## config.mk

```make
export PLATFORM = sky130hd
export DESIGN_NAME = fc_layer_sequencer_flat
export DESIGN_NICKNAME = d
export VERILOG_FILES = /design/src/rtl/fc_pkg.sv /design/src/rtl/fc_layer_sequencer_if.sv /design/src/rtl/fc_result_serializer.sv /design/src/rtl/fc_layer_sequencer.sv /design/src/flat_wrapper.sv
export SDC_FILE = /design/constraint.sdc
export NUM_CORES = 1
export LEC_CHECK = 0
export CELL_PAD_IN_SITES_DETAIL_PLACEMENT = 0
export CELL_PAD_IN_SITES_GLOBAL_PLACEMENT = 2
export CORE_ASPECT_RATIO = 1.5
export CORE_UTILIZATION = 30
export CTS_BUF_LIST = sky130_fd_sc_hd__clkbuf_16
export DETAILED_ROUTE_END_ITERATION = 8
export GPL_ROUTABILITY_DRIVEN = 0
export PLACE_DENSITY_LB_ADDON = 0.1
export SYNTH_ARGS = -nofsm -noshare
export SYNTH_HDL_FRONTEND = slang
export SYNTH_SLANG_ARGS = --single-unit
```

## constraint.sdc

```tcl
create_clock -name clock -period 5.5 [get_ports clock]
set_input_delay 0.55 -clock clock [delete_from_list [all_inputs] [get_ports clock]]
set_output_delay 0.55 -clock clock [all_outputs]
set_load 0.01 [all_outputs]
```

## src/rtl/fc_pkg.sv

```systemverilog
// Shared state encoding and default layer geometry for the FC layer sequencer slice.
package fc_pkg;

  typedef enum logic [2:0] {
    ST_IDLE    = 3'd0,
    ST_LOAD    = 3'd1,
    ST_COMPUTE = 3'd2,
    ST_FLUSH   = 3'd3,
    ST_OUTPUT  = 3'd4,
    ST_DONE    = 3'd5
  } fc_state_t;

  localparam int INNEURON_DEF            = 8;
  localparam int OUTNEURON_DEF           = 4;
  localparam int PO_DEF                  = 2;
  localparam int DATA_WIDTH_FC_DEF       = 16;
  localparam int ACCUM_DATA_WIDTH_FC_DEF = 32;
  localparam int ADDR_W_DEF              = 3;
  localparam int MAC_LAT_DEF             = 2;

  // Counter width that can hold its terminal value without wrapping.
  function automatic int cnt_w(input int terminal);
    return $clog2(terminal) + 1;
  endfunction

endpackage

```

## src/rtl/fc_layer_sequencer_if.sv

```systemverilog
// Load and result streaming handshakes of the FC layer sequencer.
interface fc_layer_sequencer_if
  import fc_pkg::*;
#(
  parameter int DATA_WIDTH_FC       = DATA_WIDTH_FC_DEF,
  parameter int ACCUM_DATA_WIDTH_FC = ACCUM_DATA_WIDTH_FC_DEF
) ();

  logic                           load_valid;
  logic                           load_ready;
  logic [DATA_WIDTH_FC-1:0]       load_data;
  logic                           out_valid;
  logic                           out_ready;
  logic [ACCUM_DATA_WIDTH_FC-1:0] out_data;

  modport master (
    output load_valid, load_data, out_ready,
    input  load_ready, out_valid, out_data
  );

  modport slave (
    input  load_valid, load_data, out_ready,
    output load_ready, out_valid, out_data
  );

endinterface

```

## src/rtl/fc_result_serializer.sv

```systemverilog
// Captures PO accumulator lanes at the end of FLUSH and streams them out lane 0 first.
module fc_result_serializer
  import fc_pkg::*;
#(
  parameter int PO                  = PO_DEF,
  parameter int ACCUM_DATA_WIDTH_FC = ACCUM_DATA_WIDTH_FC_DEF
) (
  input  logic                              clock,
  input  logic                              reset,
  input  logic                              capture,
  input  logic                              active,
  input  logic                              out_ready,
  input  logic [PO*ACCUM_DATA_WIDTH_FC-1:0] acc_in,
  output logic                              out_valid,
  output logic signed [ACCUM_DATA_WIDTH_FC-1:0] out_data,
  output logic                              lane_done
);

  localparam int IDX_W = cnt_w(PO);

  logic signed [ACCUM_DATA_WIDTH_FC-1:0] lanes_p0 [PO];
  logic [IDX_W-1:0]                      idx;
  logic                                  hs;
  logic                                  idx_last;

  assign hs        = active && out_ready;
  assign idx_last  = (idx == IDX_W'(PO - 1));
  assign lane_done = hs && idx_last;
  assign out_valid = active;

  // Capture stage: lanes are held until the next group's FLUSH overwrites them.
  always_ff @(posedge clock or posedge reset) begin
    if (reset) begin
      for (int i = 0; i < PO; i++) lanes_p0[i] <= '0;
      idx <= '0;
    end else if (capture) begin
      for (int i = 0; i < PO; i++)
        lanes_p0[i] <= acc_in[i*ACCUM_DATA_WIDTH_FC +: ACCUM_DATA_WIDTH_FC];
      idx <= '0;
    end else if (hs) begin
      idx <= idx_last ? '0 : idx + IDX_W'(1);
    end
  end

  always_comb begin
    out_data = '0;
    if (active) begin
      for (int i = 0; i < PO; i++)
        if (idx == IDX_W'(i)) out_data = lanes_p0[i];
    end
  end

endmodule

```

## src/rtl/fc_layer_sequencer.sv

```systemverilog
// Layer control for a fully connected layer: loads inputs, drives pairwise reads into the MAC, streams results.
module fc_layer_sequencer
  import fc_pkg::*;
#(
  parameter int INNEURON            = INNEURON_DEF,
  parameter int OUTNEURON           = OUTNEURON_DEF,
  parameter int PO                  = PO_DEF,
  parameter int DATA_WIDTH_FC       = DATA_WIDTH_FC_DEF,
  parameter int ACCUM_DATA_WIDTH_FC = ACCUM_DATA_WIDTH_FC_DEF,
  parameter int ADDR_W              = ADDR_W_DEF,
  parameter int MAC_LAT             = MAC_LAT_DEF
) (
  input  logic                              clock,
  input  logic                              reset,
  input  logic                              start,
  fc_layer_sequencer_if.slave               bus,
  output logic                              nb_wr_en,
  output logic [ADDR_W-1:0]                 nb_wr_addr,
  output logic [DATA_WIDTH_FC-1:0]          nb_wr_data,
  output logic                              nb_rd_en,
  output logic [ADDR_W-1:0]                 nb_rd_addr_a,
  output logic [ADDR_W-1:0]                 nb_rd_addr_b,
  output logic                              mac_en,
  output logic                              mac_sload,
  input  logic [PO*ACCUM_DATA_WIDTH_FC-1:0] acc_in,
  output logic                              busy,
  output logic                              done
);

  localparam int NPAIR  = INNEURON / 2;
  localparam int NGROUP = OUTNEURON / PO;
  localparam int LD_W   = cnt_w(INNEURON);
  localparam int K_W    = cnt_w(NPAIR);
  localparam int G_W    = cnt_w(NGROUP);
  localparam int F_W    = cnt_w(MAC_LAT);

  fc_state_t        state, state_nxt;
  logic [LD_W-1:0]  load_cnt;
  logic [K_W-1:0]   k_cnt;
  logic [G_W-1:0]   group_cnt;
  logic [F_W-1:0]   flush_cnt;
  logic             load_hs, k_last, flush_last, group_last;
  logic             capture, active, lane_done;
  logic             rd_en_p1, sload_p1;
  logic             out_valid_w;
  logic [ACCUM_DATA_WIDTH_FC-1:0] out_data_w;

  assign load_hs    = (state == ST_LOAD) && bus.load_valid;
  assign k_last     = (k_cnt == K_W'(NPAIR - 1));
  assign flush_last = (flush_cnt == F_W'(MAC_LAT));
  assign group_last = (group_cnt == G_W'(NGROUP - 1));

  always_ff @(posedge clock or posedge reset) begin
    if (reset) state <= ST_IDLE;
    else       state <= state_nxt;
  end

  always_comb begin
    state_nxt      = state;
    bus.load_ready = 1'b0;
    nb_rd_en       = 1'b0;
    capture        = 1'b0;
    active         = 1'b0;
    done           = 1'b0;
    busy           = (state != ST_IDLE);
    case (state)
      ST_IDLE:    if (start) state_nxt = ST_LOAD;
      ST_LOAD: begin
        bus.load_ready = 1'b1;
        if (load_hs && load_cnt == LD_W'(INNEURON - 1)) state_nxt = ST_COMPUTE;
      end
      ST_COMPUTE: begin
        nb_rd_en = 1'b1;
        if (k_last) state_nxt = ST_FLUSH;
      end
      ST_FLUSH: begin
        capture = flush_last;
        if (flush_last) state_nxt = ST_OUTPUT;
      end
      ST_OUTPUT: begin
        active = 1'b1;
        if (lane_done) state_nxt = group_last ? ST_DONE : ST_COMPUTE;
      end
      ST_DONE: begin
        done      = 1'b1;
        state_nxt = ST_IDLE;
      end
      default:    state_nxt = ST_IDLE;
    endcase
  end

  always_ff @(posedge clock or posedge reset) begin
    if (reset) begin
      load_cnt  <= '0;
      k_cnt     <= '0;
      group_cnt <= '0;
      flush_cnt <= '0;
    end else begin
      if (state == ST_DONE)  load_cnt <= '0;
      else if (load_hs)      load_cnt <= load_cnt + LD_W'(1);
      if (state == ST_COMPUTE) k_cnt <= k_last ? '0 : k_cnt + K_W'(1);
      if (state == ST_FLUSH)   flush_cnt <= flush_last ? '0 : flush_cnt + F_W'(1);
      if (state == ST_DONE)    group_cnt <= '0;
      else if (state == ST_OUTPUT && lane_done && !group_last)
        group_cnt <= group_cnt + G_W'(1);
    end
  end

  // Read-to-MAC stage: the neuron buffer returns data one cycle after the read.
  always_ff @(posedge clock or posedge reset) begin
    if (reset) begin
      rd_en_p1 <= 1'b0;
      sload_p1 <= 1'b0;
    end else begin
      rd_en_p1 <= nb_rd_en;
      sload_p1 <= nb_rd_en && (k_cnt == '0);
    end
  end

  assign mac_en       = rd_en_p1;
  assign mac_sload    = sload_p1;
  assign nb_wr_en     = load_hs;
  assign nb_wr_addr   = load_hs ? ADDR_W'(load_cnt) : '0;
  assign nb_wr_data   = load_hs ? bus.load_data : '0;
  assign nb_rd_addr_a = nb_rd_en ? ADDR_W'({k_cnt, 1'b0}) : '0;
  assign nb_rd_addr_b = nb_rd_en ? ADDR_W'({k_cnt, 1'b1}) : '0;

  fc_result_serializer #(
    .PO                  (PO),
    .ACCUM_DATA_WIDTH_FC (ACCUM_DATA_WIDTH_FC)
  ) u_serializer (
    .clock     (clock),
    .reset     (reset),
    .capture   (capture),
    .active    (active),
    .out_ready (bus.out_ready),
    .acc_in    (acc_in),
    .out_valid (out_valid_w),
    .out_data  (out_data_w),
    .lane_done (lane_done)
  );

  assign bus.out_valid = out_valid_w;
  assign bus.out_data  = out_data_w;

endmodule

```

## src/flat_wrapper.sv

```systemverilog
// flat-port wrapper written by rule: the top's interface ports become plain ports
module fc_layer_sequencer_flat import fc_pkg::*;
#(
  parameter int INNEURON            = INNEURON_DEF,
  parameter int OUTNEURON           = OUTNEURON_DEF,
  parameter int PO                  = PO_DEF,
  parameter int DATA_WIDTH_FC       = DATA_WIDTH_FC_DEF,
  parameter int ACCUM_DATA_WIDTH_FC = ACCUM_DATA_WIDTH_FC_DEF,
  parameter int ADDR_W              = ADDR_W_DEF,
  parameter int MAC_LAT             = MAC_LAT_DEF
)
  (clock, reset, start, nb_wr_en, nb_wr_addr, nb_wr_data, nb_rd_en, nb_rd_addr_a, nb_rd_addr_b, mac_en, mac_sload, acc_in, busy, done, bus_load_valid, bus_load_data, bus_out_ready, bus_load_ready, bus_out_valid, bus_out_data);
  fc_layer_sequencer_if #(.DATA_WIDTH_FC(DATA_WIDTH_FC), .ACCUM_DATA_WIDTH_FC(ACCUM_DATA_WIDTH_FC)) bus_i ();
  input  logic clock;
  input  logic reset;
  input  logic start;
  output logic nb_wr_en;
  output logic [ADDR_W-1:0] nb_wr_addr;
  output logic [DATA_WIDTH_FC-1:0] nb_wr_data;
  output logic nb_rd_en;
  output logic [ADDR_W-1:0] nb_rd_addr_a;
  output logic [ADDR_W-1:0] nb_rd_addr_b;
  output logic mac_en;
  output logic mac_sload;
  input  logic [PO*ACCUM_DATA_WIDTH_FC-1:0] acc_in;
  output logic busy;
  output logic done;
  input wire logic [$bits(bus_i.load_valid)-1:0] bus_load_valid;
  input wire logic [$bits(bus_i.load_data)-1:0] bus_load_data;
  input wire logic [$bits(bus_i.out_ready)-1:0] bus_out_ready;
  output wire logic [$bits(bus_i.load_ready)-1:0] bus_load_ready;
  output wire logic [$bits(bus_i.out_valid)-1:0] bus_out_valid;
  output wire logic [$bits(bus_i.out_data)-1:0] bus_out_data;
  assign bus_i.load_valid = bus_load_valid;
  assign bus_i.load_data = bus_load_data;
  assign bus_i.out_ready = bus_out_ready;
  assign bus_load_ready = bus_i.load_ready;
  assign bus_out_valid = bus_i.out_valid;
  assign bus_out_data = bus_i.out_data;
  fc_layer_sequencer #(.INNEURON(INNEURON), .OUTNEURON(OUTNEURON), .PO(PO), .DATA_WIDTH_FC(DATA_WIDTH_FC), .ACCUM_DATA_WIDTH_FC(ACCUM_DATA_WIDTH_FC), .ADDR_W(ADDR_W), .MAC_LAT(MAC_LAT)) u_core (.clock(clock), .reset(reset), .start(start), .bus(bus_i), .nb_wr_en(nb_wr_en), .nb_wr_addr(nb_wr_addr), .nb_wr_data(nb_wr_data), .nb_rd_en(nb_rd_en), .nb_rd_addr_a(nb_rd_addr_a), .nb_rd_addr_b(nb_rd_addr_b), .mac_en(mac_en), .mac_sload(mac_sload), .acc_in(acc_in), .busy(busy), .done(done));
endmodule
```

==> results.json <==
{
  "p_leak_nw": 2.43,
  "ys_warn_count": 0,
  "fin_crit_sh_pct": 54.2,
  "drive_gt1_share_pct": 16.5,
  "skew_ns": 0.0119,
  "swShare_pct": 32.2,
  "yosys.cell_types.count": 37,
  "cts-hold-fix-buffers": 0,
  "wl_per_cell_um": 15.6,
  "cpMaxStageDelayCell": "clkdlybuf4s50_1",
  "path_max_fanout": 33,
  "grt_pass1_vias": 3123,
  "clk_latency_ns": 0.34,
  "fillers": 1224,
  "via_per_inst": 4.62,
  "drtAntennaViolNets": 0,
  "cp.arrival_ns": 2.43,
  "post-route-drc-count": 0,
  "comb_power_share_pct": 37.3,
  "worst_pin_slew_ns": 1.11,
  "post-route-min-period_ns": 2.98,
  "grt_antenna_before_repair": 0,
  "drtIter0Drc": 65,
  "rsz0062_at_grt": "false",
  "critPathKind": "reg2out",
  "synthFlopType": "dfrtp_1",
  "grt_max_degree": 45,
  "start_kind": "flip-flop",
  "place.detailed.hpwl_um": 6890,
  "start_util_pct": 30.7,
  "hold_violations": 0,
  "grt_usage_pct": 15.2,
  "synth_edf_count": 0,
  "outcome": "finished, final reports clean",
  "num_vias": 2921,
  "cp_num_buf_inv": 1,
  "synthesis.nets": 419,
  "synthCells": 330,
  "grt_pass1_wl_um": 15600,
  "slew-limit-headroom_pct": 25.9,
  "slew_viol_final": 0,
  "cts_sinks": 82,
  "clockBufferDepth": 2,
  "whs_ns": 0.458,
  "die_w_um": 96.0,
  "clkTransAtPathRegs_ns": 0.07,
  "crit_family": "simple AND/OR/NAND/NOR gates",
  "fp.dieH_um": 143,
  "cts_setup_buffers": 0,
  "wirelength_um": 9870,
  "first_pass_iters": 4,
  "power_switching_mw": 0.888,
  "synth_seq_cells": 82,
  "ys_async_sr_fraction_pct": 100,
  "die-area_mm2": 0.0137,
  "cts_buffers": 9,
  "end_kind": "output pin",
  "antenna_cells": 0,
  "nets": 558,
  "yosysSeqAreaShare_pct": 51.6,
  "fmax_ghz": 0.335,
  "syn_area_per_cell_um2": 12.1,
  "power_density_mw_per_mm2": 474,
  "critPathRequiredTime_ns": 4.95,
  "p_int_mw": 1.87,
  "ir_drop_uv": 235,
  "tns_ns": 0,
  "cts_tree": "done",
  "io_pins": 150,
  "root_buffer": "clkbuf_16",
  "num_rows": 51,
  "h-tree-depth": 3,
  "setup_violations": 0,
  "netlist_area_mm2": 0.00398,
  "clkPwrFrac_pct": 21.3,
  "maxCapViolCount": 0,
  "hold_class": "reg2reg",
  "p_seq_share_pct": 41.3,
  "io_buffers": 148,
  "overflow": 0,
  "core-area_mm2": 0.0130,
  "post_cts_resized": 0,
  "syn_to_final_growth_pct": 46.3,
  "path_cells": "nor3b_4, nand2_4, nor2_1, clkdlybuf4s50_1",
  "slowest_delay_ns": 0.57
}
[final cells by class]
cell class	instances	area, um2	share of cell area, %
Timing Repair Buffer	150	1500	25.7
Sequential cell	82	2050	35.3
Inverter	10	38.8	0.666
Clock buffer	9	225	3.87
Clock inverter	6	60.1	1.03
Multi-Input combinational cell	216	1750	30.0
Tap cell	159	199	3.42
[path summary, 6_finish.rpt]
path | slack (ns) | endpoint | from | cells after the start
max in group asynchronous | 3.77 | u_core.u_serializer.idx[0] | reset | 3
hold reg to reg | 0.46 | u_core.mac_sload | u_core.k_cnt[2] | 1
min in group asynchronous | 0.64 | u_core.u_serializer.lanes_p0[3] | reset | 2
hold / removal | 0.46 | u_core.mac_sload | u_core.k_cnt[2] | 1
setup / recovery | 2.52 | bus_out_data[16] | u_core.state[0] | 4
setup reg to reg | 2.99 | u_core.u_serializer.lanes_p0[62] | u_core.state[0] | 4
[cell usage after synthesis (2+ instances only)]
cell / number / area (um2)
a21oi_1: 3 / 15.0
and2_1: 19 / 119
buf_1: 2 / 7.51
buf_2: 8 / 40.0
buf_4: 5 / 37.5
buf_6: 5 / 56.3
clkbuf_1: 2 / 7.51
dfrtp_1: 82 / 2050
ha_1: 4 / 50.1
inv_1: 10 / 37.5
mux2_1: 10 / 113
mux2_2: 55 / 619
mux2i_1: 35 / 350
nand2_1: 13 / 48.8
nand2b_1: 2 / 12.5
nand3_1: 3 / 15.0
nand4_1: 2 / 12.5
nor2_1: 41 / 154
nor3b_1: 2 / 15.0
o21ai_0: 10 / 50.1
[worst reg2reg max path, delay by kind of cell (launching register included)]
family / cells / cell delay, ns
and+or+nand+nor: 2 / 0.77
DFF: 1 / 0.59
muxes: 1 / 0.43
buffers and inverters: 1 / 0.61
[per-stage QoR]
| step | worst slack, ns | instances | power (mW) | cell area, um2 | util (%) |
|---|---|---|---|---|---|
| finish | 2.52 | 632 | 2.76 | 5820 | 44.9 |
| global route | 2.31 | 632 | 2.97 | 5820 | 44.9 |
| CTS | 2.47 | 632 | 2.81 | 5820 | 44.9 |
| detailed placement | 2.52 | 617 | 2.21 | 5540 | 42.7 |
| global placement | 2.56 | 617 | 2.18 | 5540 | 42.7 |
| floorplan | 2.84 | 330 | 1.78 | 3980 | - |
[per-layer routing]
layer | track usage (%) | vias to the layer above | wire (um)
li1 | - | 1401 | -
met1 | 17.1 | 1419 | 3920
met2 | 27.0 | 92 | 5160
met3 | 3.99 | 9 | 650
met4 | 5.66 | 0 | 132
met5 | 0 | - | 0
[kinds of logic (layout without fill, tap and decap cells)]
group           Yosys count  in the layout  share of synthesized area [%]
xor+xnor                  2              2                          0.440
other cells               1              1                         0.0942
flops                    82             82                           51.6
fa+ha+maj                 4              4                           1.26
compound gates           17             17                           2.39
buf+inv                  32            175                           4.69
simple gates             92             92                           12.4
mux                     100            100                           27.2
[sequential cells by signal (all words and copies together) (netlist names)]
| name | flops |
|---|---|
| u_core.flush_cnt | 2 |
| u_core.group_cnt | 2 |
| u_core.k_cnt | 3 |
| u_core.load_cnt | 4 |
| u_core.mac_en | 1 |
| u_core.mac_sload | 1 |
| u_core.state | 3 |
| u_core.u_serializer.idx | 2 |
| u_core.u_serializer.lanes_p0 | 64 |
[power groups by stage]
stage | combinational [mW] | sequential [mW] | clock, mW
after floorplan | 0.762 | 1.02 | 0
after global placement | 1.03 | 1.15 | 0
after detailed placement | 1.05 | 1.16 | 0
after CTS | 1.05 | 1.15 | 0.609
after global routing | 1.15 | 1.19 | 0.634
final | 1.03 | 1.14 | 0.589
[cells in the final DEF (no fill, tap or decap), types with 3 or more instances in the layout]
cell type,netlist,final
clkdlybuf4s50_1,0,148
inv_1,10,10
clkinv_2,0,3
nor2_1,41,40
clkbuf_16,0,9
nand2_1,13,13
ha_1,4,4
mux2_1,10,10
mux2i_1,35,35
and2_1,19,19
nand3_1,3,3
a21oi_1,3,3
dfrtp_1,82,81
mux2_2,55,55
o21ai_0,10,10
Power figures use the tool's default switching activity.
